**src/rtl/tile_layer_mixer.sv**
```systemverilog
// Two-layer tile pixel serializer and priority mixer feeding the palette stage.
// Optional build macro TILE_MIXER_LAYER_MASK_EN adds the LAYER_EN[1:0] per-layer gate.
module tile_layer_mixer #(
  parameter logic [3:0] TRANSPARENT_PEN = 4'hF,
  parameter int         ATTR_BITS       = 8
) (
  input  logic                   CLK_6M,
  input  logic                   rst,
  input  logic                   HA2,
  input  logic                   HB2,
  input  logic [15:0]            GDA,
  input  logic [15:0]            GDB,
  input  logic [ATTR_BITS-1:0]   ATTRA,
  input  logic [ATTR_BITS-1:0]   ATTRB,
  input  logic [2:0]             PRIA,
  input  logic [2:0]             PRIB,
  input  logic                   FLIP,
  input  logic                   nBLANK,
`ifdef TILE_MIXER_LAYER_MASK_EN
  input  logic [1:0]             LAYER_EN,
`endif
  output logic [ATTR_BITS+3:0]   DOT,
  output logic                   OPAQUE,
  output logic                   LAYER
);

  logic [15:0]          sr_a, sr_b;
  logic [ATTR_BITS-1:0] ar_a, ar_b;
  logic [1:0]           sc_a, sc_b;
  logic [3:0]           pen_a, pen_b;
  logic [1:0]           layer_en;

  logic [ATTR_BITS+3:0] dot_nxt;
  logic                 opaque_nxt;
  logic                 layer_nxt;
  logic                 vis_a, vis_b;

  // Shifting drains the word toward the pen tap and refills with transparent pens,
  // so an underrun reads transparent without any extra state.
  function automatic logic [15:0] shift_word(input logic [15:0] sr, input logic flip);
    return flip ? {TRANSPARENT_PEN, sr[15:4]} : {sr[11:0], TRANSPARENT_PEN};
  endfunction

  function automatic logic [1:0] sat_inc(input logic [1:0] sc);
    return (sc == 2'd3) ? sc : sc + 2'd1;
  endfunction

  // NOTE: sequential state uses non-blocking assignments so every register samples
  // pre-edge values; blocking here would let one layer's update race the mix stage.
  always_ff @(posedge CLK_6M) begin
    if (rst) begin
      sr_a <= {4{TRANSPARENT_PEN}};
      sr_b <= {4{TRANSPARENT_PEN}};
      ar_a <= '0;
      ar_b <= '0;
      sc_a <= 2'd3;
      sc_b <= 2'd3;
    end else begin
      if (HA2) begin
        sr_a <= GDA;
        ar_a <= ATTRA;
        sc_a <= 2'd0;
      end else begin
        sr_a <= shift_word(sr_a, FLIP);
        sc_a <= sat_inc(sc_a);
      end
      if (HB2) begin
        sr_b <= GDB;
        ar_b <= ATTRB;
        sc_b <= 2'd0;
      end else begin
        sr_b <= shift_word(sr_b, FLIP);
        sc_b <= sat_inc(sc_b);
      end
    end
  end

  assign pen_a = FLIP ? sr_a[3:0] : sr_a[15:12];
  assign pen_b = FLIP ? sr_b[3:0] : sr_b[15:12];

`ifdef TILE_MIXER_LAYER_MASK_EN
  assign layer_en = LAYER_EN;
`else
  assign layer_en = 2'b11;
`endif

  assign vis_a = (pen_a != TRANSPARENT_PEN) && layer_en[0];
  assign vis_b = (pen_b != TRANSPARENT_PEN) && layer_en[1];

  // NOTE: every output of this block gets a default first, so no path can infer a latch.
  always_comb begin
    dot_nxt    = '0;
    opaque_nxt = 1'b0;
    layer_nxt  = 1'b0;
    if (nBLANK) begin
      // Ties on priority go to layer A.
      if (vis_a && (!vis_b || PRIA >= PRIB)) begin
        dot_nxt    = {ar_a, pen_a};
        opaque_nxt = 1'b1;
      end else if (vis_b) begin
        dot_nxt    = {ar_b, pen_b};
        opaque_nxt = 1'b1;
        layer_nxt  = 1'b1;
      end
    end
  end

  always_ff @(posedge CLK_6M) begin
    if (rst) begin
      DOT    <= '0;
      OPAQUE <= 1'b0;
      LAYER  <= 1'b0;
    end else begin
      DOT    <= dot_nxt;
      OPAQUE <= opaque_nxt;
      LAYER  <= layer_nxt;
    end
  end

endmodule

```
**config.mk**
```make
export PLATFORM = sky130hd
export DESIGN_NAME = tile_layer_mixer
export DESIGN_NICKNAME = d
export VERILOG_FILES = /design/src/rtl/tile_layer_mixer.sv
export SDC_FILE = /design/constraint.sdc
export NUM_CORES = 1
export LEC_CHECK = 0
export CAP_MARGIN = 20
export CORE_MARGIN = 2
export CORE_UTILIZATION = 50
export DETAILED_ROUTE_END_ITERATION = 10
export DONT_BUFFER_PORTS = 1
export PLACE_DENSITY = 0.71
export SKIP_CTS_REPAIR_TIMING = 1
export SLEW_MARGIN = 15
export SYNTH_ARGS = -nofsm -noshare
export SYNTH_HDL_FRONTEND = slang
export SYNTH_SLANG_ARGS = --single-unit
```
**constraint.sdc**
```tcl
create_clock -name CLK_6M -period 2.1 [get_ports CLK_6M]
set_input_delay 0.21 -clock CLK_6M [delete_from_list [all_inputs] [get_ports CLK_6M]]
set_output_delay 0.21 -clock CLK_6M [all_outputs]
set_load 0.1 [all_outputs]
```
-- Word-level counts from Yosys, hierarchy flattened
Cells that the tools add are included.
- register bits: 62
- output and inout bits: 14
- logic and storage cells: 26
- magnitude comparators: 1
- equal/unequal tests: 2
- muxes and demuxes: 10
- bitwise logic cells: 1
- reductions and logical operators: 5
- operator list (operator ; number):
    $mux W16 ; 4
    $mux W12 ; 2
    $mux W4 ; 2
    $ne A4 B4 Y1 const B ; 2
    $ge A3 B3 Y1 ; 1
    $reduce_or A3 Y1 ; 1
    $mux W1 ; 2
    $reduce_or A2 Y1 ; 1
    $logic_and A1 B1 Y1 ; 1
    $logic_not A1 Y1 ; 1
    $logic_or A1 B1 Y1 ; 1
    $not A1 Y1 ; 1

-- Longest topological paths before layout
Gate-level depths: netlist of run 1.
- word-level depth: 6
- depth in mapped cells: 9
- gate-level depth less buffers: 7

-- Least setup slack after synthesis of run 1
Ideal clock, no wire load.
- path kind: input -> register
- start: in FLIP
- end: reg DOT[5]
- library setup time: 0.072 ns
- arrival time: 1.635 ns
- slack: 0.393 ns
- stages on the path: 8
- path through: buf_6 > and2_4 > and4_4 > or4_4 > buf_6 > nand2b_4 > buf_12 > mux2i_1
- word-level cells in the longest chain between the ends: 6
- elaborated cells between the ends (all ways): 9
- classes of those cells: eq/ne (2); mux (4); reduce/logical (3)
- RTL lines (element ; RTL line ; RTL):
    start: declaration ; 17 ; input logic FLIP,
    $mux W4 ; 79 ; assign pen_b = FLIP ? sr_b[3:0] : sr_b[15:12];
    $ne A4 B4 Y1 ; 88 ; assign vis_b = (pen_b != TRANSPARENT_PEN) && layer_en[1];
    $logic_not A1 Y1 ; 97 ; if (vis_a && (!vis_b || PRIA >= PRIB)) begin
    $logic_or A1 B1 Y1 ; 97 ;
    $logic_and A1 B1 Y1 ; 97 ;
    $mux W12 (*) ; 97 ;
    end signal: assignment ; 114 ; DOT <= dot_nxt;
    end: declaration ; 22 ; output logic [ATTR_BITS+3:0] DOT,
Mark *: on every way between the ends. The rest lies on a longest branch, timed or not.
A chain may end at the register's enable or synchronous reset.

-- Final worst setup path of run 1
- start: reg sr_b[0]
- end: reg DOT[8]
- word-level cells in the longest chain between the ends: 6
- elaborated cells between the ends (all ways): 7
- classes of those cells: eq/ne (1); mux (3); reduce/logical (3)
- RTL lines (element ; RTL line ; RTL):
    start: declaration ; 27 ; logic [15:0] sr_a, sr_b;
    start signal: assignment ; 53 ; sr_b <= {4{TRANSPARENT_PEN}};
    start signal: assignment ; 72 ; sr_b <= shift_word(sr_b, FLIP);
    $mux W4 (*) ; 79 ;
    $ne A4 B4 Y1 (*) ; 88 ;
    $logic_not A1 Y1 ; 97 ;
    $logic_or A1 B1 Y1 ; 97 ;
    $logic_and A1 B1 Y1 ; 97 ;
    $mux W12 (*) ; 97 ;
Marked as above.

==> flow_results.org, run 1 <==
** Clock network
- Max clock buf depth :: 2
- Later-pin clock latency in the skew report :: 0.33 ns
- Clock Pin Slew Worst Setup and Hold Paths :: 0.07 ns
- CTS saw 62 sinks.
- The tree is rooted in a sky130_fd_sc_hd__clkbuf_8.
- CTS built an H-tree with a depth of 3.
- TritonCTS built the clock tree.
- Number of buffers inserted during clock tree synthesis :: 9

** Worst setup path
- Maximum single-stage delay on the critical path :: ~0.58 ns
- For the worst setup path, the data arrival time is a little under 2 ns.
- Crit Path Max Fanout :: 9
- The number of cells on the worst reg-to-reg path is 5.
- CP Capture Type :: register
- In this run the critical register-to-register path is captured at DOT[8].
- Capture point of the critical path :: DOT[8]
- The critical path starts at sr_b[0].
- Critical path buffer and inverter count :: 0
- Cell Chain, Critical Path :: and2_4 > and4_4 > or4_4 > nand2b_4 > mux2i_1
- The critical path in this run is classified as reg2reg.
- In this design, the largest share of critical-path delay is due to simple AND/OR/NAND/NOR gates.
- Critical path's slowest cell :: sky130_fd_sc_hd__or4_4
- For flop-to-flop paths, the worst setup slack is 0.41 ns.
- Required time of the critical path :: 2.35 ns
- STA classifies the critical path startpoint as a register.
- The worst register-to-register path begins at sr_b[0].
- Critical Path Stages :: 5

** Drt
- Detailed route wirelength on metal3 :: 365 um
- In the detailed route, the total length drawn on met2 is 2470 um.
- Routed wire length per instance :: 15.1 um
- Total number of vias :: 1,914
- Dividing the detail-routed via count by the number of cells gives between 5 and 6.
- Wire length on met1 :: 2560 um
- Remaining DRCs :: 0
- Initial DRC count :: 41
- Highest metal used :: met4
- Post-DRT Antenna Nets :: 0
- Router iterations before antenna repair :: 4
- Final Routed Wirelength :: about 5500 um

** Yosys
- Nets in the synthesized netlist :: 343
- Post-synthesis instance total :: 280
- Flops & latches, synth :: 62
- Yosys mapped the design onto 32 distinct sky130hd cell types.
- The share of the Yosys chip area taken by registers is 46.5%.
- In this run the cell area of the synthesized design comes to around 2700 um^2.
- Average footprint of a synthesized cell :: 9.54 um^2
- Number of warnings reported in the yosys synthesis log :: 0

** Timing
- Number of endpoints failing setup at the final stage :: 0
- Relative slew margins :: 70.0%
- Slew at the pin with the worst max-slew slack :: 0.449 ns
- Setup repair after global routing left no endpoint under its margin.
- Setup total negative slack on the finished layout was measured at 0 ns.
- Period utilization :: 80.7%
- The routed design could run at a clock period as short as 1.69 ns.
- Timing would allow up to 590 MHz.
- For the final database, setup skew stands at 0.00902 ns.
- Max Slew Vio Count :: 0
- The final hold violation count came to 1.
- The tightest hold path in the finished design has a slack of -0.0177 ns.

** Power and ir drop
- Clock network power share :: 39.0%
- In this run the static leakage power is ~1.3 nW.
- Gate power share :: 15.2%
- Dividing total power by cell area gives a power density of 930 nW/um^2.
- For this design the total switching power over the nets is approximately 760 uW.
- The worst-case IR drop observed on VDD is 0.591 mV.
- The internal power of the cells totals 2.05 mW.
- Reg power frac :: 45.8%
- Of the total power, the share spent switching nets is a little over a quarter.

** GRT
- Entering global routing, the biggest net connects 51 pins.
- The via count of the first global-routing pass is ~1,900.
- Number of antenna violations at the first check in global routing :: 0
- Total routing resource utilization after global routing :: 19.5%
- Summed over all layers, the global routing overflow is 0.
- The first global-routing pass estimated 9050 um of wire.

** Floorplanning
- For this configuration, the core starts out at a cell density of 51.9%.
- Boundary Pins :: 74
- Vertical die dimension :: 77.1 um
- The floorplan step set the die width to approximately 77 um.
- Std cell rows :: 26
- Core area :: 5140 um^2
- The die covers 5940 um^2.

** Outcome
- The checks that failed: negative hold slack.
- The flow ran to the end, but the final reports show violations.

** Hold path
- Type of the worst min-delay path :: in2reg

** Place
- Port buffering added 0 buffers.
- GP Congestion :: 0.803
- The placed instances occupy a cell area of 2770 um^2.
- Detailed placement finished with a half-perimeter wire length of 3810 um.

** Run
- Max-capacitance violation count :: 0

** Cells and area
- Cells with a size suffix above 1 make up 16.3% of the layout.
- The repair_antennas step left the layout with diodes totalling 0.
- Final cell area excluding filler cells :: 3020 um^2
- The area growth from synthesis to layout is 13.1%.
- After the last flow step, the layout net total stands at around 350.
-- cell families after synthesis --
logic type                 Yosys count  share of synthesized area, %
adders and majority gates            3                          1.41
and+or+nand+nor                    105                          20.0
AOI/OAI and AO/OA                   46                          12.1
muxes                               41                          15.5
buffers and inverters               23                          4.45
DFF                                 62                          46.5
-- flip-flops by register name, indices dropped and copies added, names as in the netlist --
signal and cells:
sr_b 16, ar_a 8, OPAQUE 1, sr_a 16
LAYER 1, DOT 12, ar_b 8
-- layout by cell type (no fill, tap or decap) --
cell type / instances
sky130_fd_sc_hd__clkinv_4: 1
sky130_fd_sc_hd__bufinv_16: 1
sky130_fd_sc_hd__inv_2: 2
sky130_fd_sc_hd__nor3_1: 9
sky130_fd_sc_hd__dfxtp_1: 62
sky130_fd_sc_hd__clkbuf_8: 12
sky130_fd_sc_hd__a22oi_1: 3
sky130_fd_sc_hd__buf_12: 1
sky130_fd_sc_hd__ha_1: 3
sky130_fd_sc_hd__or4_4: 1
sky130_fd_sc_hd__and2_1: 1
sky130_fd_sc_hd__o22ai_1: 8
sky130_fd_sc_hd__nor2_1: 25
sky130_fd_sc_hd__nand2b_4: 1
sky130_fd_sc_hd__and2_4: 1
sky130_fd_sc_hd__inv_1: 3
sky130_fd_sc_hd__nand2b_1: 26
sky130_fd_sc_hd__a32oi_1: 1
sky130_fd_sc_hd__a21oi_1: 1
sky130_fd_sc_hd__or2_2: 1
sky130_fd_sc_hd__nor2b_1: 2
sky130_fd_sc_hd__o21ai_0: 19
sky130_fd_sc_hd__and4_1: 1
sky130_fd_sc_hd__buf_4: 15
sky130_fd_sc_hd__o21bai_1: 9
sky130_fd_sc_hd__nand2_1: 33
sky130_fd_sc_hd__mux2_2: 3
sky130_fd_sc_hd__nand3_1: 2
sky130_fd_sc_hd__mux2i_1: 38
sky130_fd_sc_hd__nand3b_4: 1
sky130_fd_sc_hd__a2bb2oi_2: 5
sky130_fd_sc_hd__clkinvlp_4: 2
sky130_fd_sc_hd__and4_4: 1
sky130_fd_sc_hd__dlygate4sd3_1: 1
-- metrics by stage --
| step | cells | utilization, % | setup slack, ns | hold WS, ns | power, mW |
|---|---|---|---|---|---|
| floorplan | 280 | - | 0.393 | 0.347 | 1.70 |
| global placement | 347 | 53.9 | 0.471 | 0.289 | 1.71 |
| detailed placement | 347 | 53.9 | 0.403 | 0.291 | 1.72 |
| CTS | 363 | 58.2 | 0.396 | -0.0692 | 2.82 |
| global route | 365 | 58.7 | 0.333 | 0.000987 | 2.92 |
| finish | 365 | 58.7 | 0.405 | -0.0177 | 2.81 |
-- synth_stat cells --
library cell / n / area share [%]
sky130_fd_sc_hd__nor3_1: 9 / 1.7
sky130_fd_sc_hd__ha_1: 3 / 1.4
sky130_fd_sc_hd__buf_6: 2 / 0.84
sky130_fd_sc_hd__or2_2: 1 / 0.23
sky130_fd_sc_hd__nand2_1: 33 / 4.6
sky130_fd_sc_hd__dfxtp_1: 62 / 46
sky130_fd_sc_hd__mux2_2: 3 / 1.3
sky130_fd_sc_hd__nand2b_1: 26 / 6.1
sky130_fd_sc_hd__inv_2: 2 / 0.28
sky130_fd_sc_hd__and4_1: 1 / 0.33
sky130_fd_sc_hd__a2bb2oi_2: 5 / 2.8
sky130_fd_sc_hd__inv_1: 3 / 0.42
sky130_fd_sc_hd__nor2_1: 25 / 3.5
sky130_fd_sc_hd__mux2i_1: 38 / 14
sky130_fd_sc_hd__and4_4: 1 / 0.42
sky130_fd_sc_hd__a32oi_1: 1 / 0.33
sky130_fd_sc_hd__and2_4: 1 / 0.33
sky130_fd_sc_hd__buf_2: 1 / 0.19
sky130_fd_sc_hd__nand3b_4: 1 / 0.75
sky130_fd_sc_hd__o21bai_1: 9 / 2.5
sky130_fd_sc_hd__buf_1: 2 / 0.28
sky130_fd_sc_hd__or4_4: 1 / 0.42
sky130_fd_sc_hd__nand3_1: 2 / 0.37
sky130_fd_sc_hd__nor2b_1: 2 / 0.47
sky130_fd_sc_hd__and2_1: 1 / 0.23
sky130_fd_sc_hd__a22oi_1: 3 / 0.84
sky130_fd_sc_hd__o22ai_1: 8 / 1.9
sky130_fd_sc_hd__clkbuf_1: 12 / 1.7
sky130_fd_sc_hd__a21oi_1: 1 / 0.19
sky130_fd_sc_hd__buf_12: 1 / 0.75
sky130_fd_sc_hd__nand2b_4: 1 / 0.52
sky130_fd_sc_hd__o21ai_0: 19 / 3.6
-- how the worst min path moves through the flow --
stage	start	endpoint	slack (ns)	cells after the start
floorplan	GDA[4]	sr_a[4]	0.35	2
global placement	rst	ar_a[4]	0.29	1
detailed placement	rst	ar_a[5]	0.29	1
CTS	rst	ar_a[7]	-0.07	1
global route	rst	sr_b[9]	0.001	1
finish	rst	sr_b[9]	-0.02	1
-- power by group through the flow --
stage	Clock [mW]	Sequential [mW]	Combinational [mW]
floorplan	0	1.45	0.249
finish	1.10	1.29	0.426
global placement	0	1.31	0.402
global route	1.17	1.29	0.458
CTS	1.12	1.29	0.411
detailed placement	0	1.31	0.409
-- layer usage --
metal | GRT usage [%] | vias up
li1 | - | 981
met1 | 25.2 | 872
met2 | 29.3 | 52
met3 | 6.47 | 9
met4 | 9.64 | 0
met5 | 0 | -
-- cell type report --
type | count | area (um^2)
Clock inverter | 4 | 53.8
Inverter | 5 | 18.8
Timing Repair Buffer | 17 | 143
Fill cell | 450 | 2120
Clock buffer | 12 | 165
Multi-Input combinational cell | 195 | 1310
Sequential cell | 62 | 1240
Tap cell | 70 | 87.6
-- worst register-to-register path, cell delays in order, from the launching register on --
cell and delay, ns:
sky130_fd_sc_hd__dfxtp_1 0.32, sky130_fd_sc_hd__and2_4 0.13, sky130_fd_sc_hd__and4_4 0.18, sky130_fd_sc_hd__or4_4 0.58, sky130_fd_sc_hd__nand2b_4 0.20, sky130_fd_sc_hd__mux2i_1 0.21
No activity file was read; power rests on OpenSTA's default activity.
==> run 2: changes to the inputs <==
==> constraint.sdc (replaced) <==
create_clock -name CLK_6M -period 1.7 [get_ports CLK_6M]
set_input_delay 0.17 -clock CLK_6M [delete_from_list [all_inputs] [get_ports CLK_6M]]
set_output_delay 0.17 -clock CLK_6M [all_outputs]
set_load 0.1 [all_outputs]
==> flow_results.org, run 2 (synthesis gave the netlist of run 1 again) <==
** Outcome
- Run status :: complete, but fails checks
- The final reports fail on negative hold slack.

** Cells and area
- The final cell area excluding filler cells is 3420 um^2 (+13%).
- The area of the multi-input gates is 1330 um^2 (+1.2%).
- Signed area change from the synthesized netlist to the final layout :: 28.2%
- Antenna Diode Count :: 0 (unchanged)
- Registers with the most flip-flops :: sr_a (16), sr_b (16), DOT (12)
- Sequential cell area in the final layout :: 1240 um^2 (+0.10%)
- The fraction of layout cells with a size suffix above 1 is 14.2% (-2.1 points).
- The number of nets at the end of the flow came to 398 (+13%).
- The library cell used most frequently in the layout, excluding fill and tap cells, is sky130_fd_sc_hd__dfxtp_1.
- Leaving out fill and tap cells, the most frequent cells in the layout are sky130_fd_sc_hd__dfxtp_1, sky130_fd_sc_hd__dlygate4sd3_1, sky130_fd_sc_hd__mux2i_1.
- Count of placed standard cells in the final layout, fillers left out :: 409 (+12%)
- FILL cells :: 444 (-1.3%)

** Place
- The routability congestion estimate from global placement is 0.759 (-5.4%).
- Post-placement worst setup slack :: 0.0231 ns (-0.380 ns)
- The cell area after placement is 2770 um^2 (unchanged).
- Total half-perimeter wirelength after legalization and detailed placement :: 3810 um (+0.13%)
- The placed cell count was 347 (unchanged).
- The count of input and output buffers was 0 (unchanged).

** Floorplanning
- The area of the placeable core was 5140 um^2 (unchanged).
- Std cell rows :: 26 (unchanged)
- The die span in x is 77.1 um (unchanged).
- The floorplan die height is 77.1 um (unchanged).
- The count of pins on the block boundary was 74 (unchanged).
- Initial Utilization :: 51.9% (unchanged)
- Die Outline Area :: 5940 um^2 (unchanged)

** Worst setup path
- Cell Chain, Critical Path :: nor2b_4 > and4_1 > or4_4 > nand2b_4 > mux2i_1
- CP Capture Type :: register
- Crit Path Max Fanout :: 7 (-2)
- For this design, the slowest cell found on the critical path is sky130_fd_sc_hd__or4_4.
- CP Launch Type :: register
- The register-to-register setup slack was 0.04 ns (-0.37 ns).
- In this run the critical register-to-register path is captured at DOT[5].
- Start-to-end type of the worst setup path :: reg2reg
- In this run the critical register-to-register path is launched from sr_b[12].
- Maximum single-stage delay on the critical path :: 0.60 ns (+0.02 ns)
- Required time of the critical path :: 1.96 ns (-0.39 ns)
- The arrival time reported for the critical path endpoint is 1.93 ns (-0.02 ns).
- The worst reg-to-reg path cell count was 5 (unchanged).
- The critical path starts at sr_b[12].

** GRT
- The largest net degree at the start of global routing is 51 (unchanged).
- Number of antenna violations at the first check in global routing :: 0 (unchanged)
- Global-route congestion overflow total :: 0 (unchanged)
- Total routing resource utilization after global routing :: 19.6% (+0.044 points)
- Wire length of the first global-routing pass :: 9030 um (-0.14%)
- The via count of the first global-routing pass was 1,873 (+1.1%).

** Hold path
- The startpoint identified for the worst hold timing path is GDA[10].
- Number of instances on the worst hold path :: 2 (+1)
- Worst Hold End :: sr_a[10]
- Type of the worst min-delay path :: in2reg

** Timing
- The share of the cycle needed by the critical path after routing is 97.9% (+17 points).
- Relative slew margins :: 66.7% (-3.3 points)
- The final hold violation count was 10 (+9).
- Number of endpoints failing setup at the final stage :: 0 (unchanged)
- The peak clock frequency supported by timing is 601 MHz (+1.8%).
- The number of max-slew violations in the final report came to 0 (unchanged).
- The final worst clock skew came to 0.00702 ns (-0.00200 ns).
- The actual transition at the worst max-transition pin is 0.494 ns (+0.0456 ns).
- Final worst path period need :: 1.66 ns (-0.0306 ns)
- Unrepaired setup endpoints after global routing :: true
- Fin worst setup slack :: 0.0359 ns (-0.369 ns)
- The hold slack came to -0.0119 ns (+0.00580 ns).

** Drt
- The total DRC errors in the routed layout is 0 (unchanged).
- Routed wire length per instance :: 14.3 um (-4.9%)
- The number of design-rule violations left by the first detailed-router iteration was 54 (+32%).
- Highest metal used :: met4
- The met3 wire length was 400 um (+9.6%).
- Final Routed Wirelength :: 5860 um (+6.5%)
- The total vias in the final route was 2,117 (+11%).
- Post-DRT Antenna Nets :: 0 (unchanged)
- The amount of wire on met2 after detailed routing was 2660 um (+7.7%).
- Router iterations before antenna repair :: 4 (unchanged)
- The routed metal-1 wirelength came to 2700 um (+5.3%).
- The average via count per standard cell came to 5.18 (-1.3%).

** Clock network
- Later-pin clock latency in the skew report :: 0.34 ns (about the same)
- The clock transition at the registers of the reported paths is 0.06 ns (about the same).
- CTS H-tree lvls :: 3 (unchanged)
- Max clock buf depth :: 2 (unchanged)
- Number of buffers inserted during clock tree synthesis :: 9 (unchanged)
- The clock sink count is 62 (unchanged).
- The tree is rooted in a sky130_fd_sc_hd__clkbuf_8.
- CTS tree :: built

** Power and ir drop
- Power per standard cell area :: 968 nW/um^2 (+4.0%)
- The worst voltage drop across the vdd grid came to 0.923 mV (+56%).
- The reported leakage power came to 1.48 nW (+14%).

** Run
- Max-capacitance violation count :: 0 (unchanged)
==> run 2: stage by stage <==
| stage | power, mW | TNS, ns | utilization (%) |
|---|---|---|---|
| floorplan | 2.10 | 0 | - |
| global placement | 2.12 | 0 | 53.9 |
| detailed placement | 2.13 | 0 | 53.9 |
| CTS | 3.22 | 0 | 57.2 |
| global route | 3.46 | -0.130 | 66.6 |
| finish | 3.31 | 0 | 66.6 |
==> run 2: worst max path at each step <==
| stage | end | cells after the start |
|---|---|---|
| finish | DOT[5] | 5 |
| global route | DOT[8] | 5 |
| CTS | DOT[8] | 5 |
| detailed placement | DOT[8] | 5 |
| global placement | DOT[7] | 5 |
| floorplan | DOT[5] | 8 |
==> run 2: final cells by class <==
class,instances,area share (%)
clock inverter,1,0.146
clock buffer,14,4.75
tap,70,2.56
inverter,5,0.548
sequential,62,36.3
timing repair buffer,61,17.0
multi-input combinational,196,38.7
==> run 2: critical path: cells and delay by family (launching register included) <==
kind | cells | cell delay [ns]
simple gates | 4 | 1.06
flops | 1 | 0.32
mux | 1 | 0.20
==> run 2: metal layers <==
metal	up-vias	global-route usage, %
met5	-	0
met3	11	10.8
met1	971	23.9
li1	1069	-
met2	66	29.7
met4	0	5.71
==> run 2: power by group <==
part	internal, mW	switching [mW]	leakage, nW	total (mW)
logic	0.265	0.355	0.882	0.620
registers	1.54	0.0479	0.511	1.59
clock network	0.599	0.503	0.0865	1.10
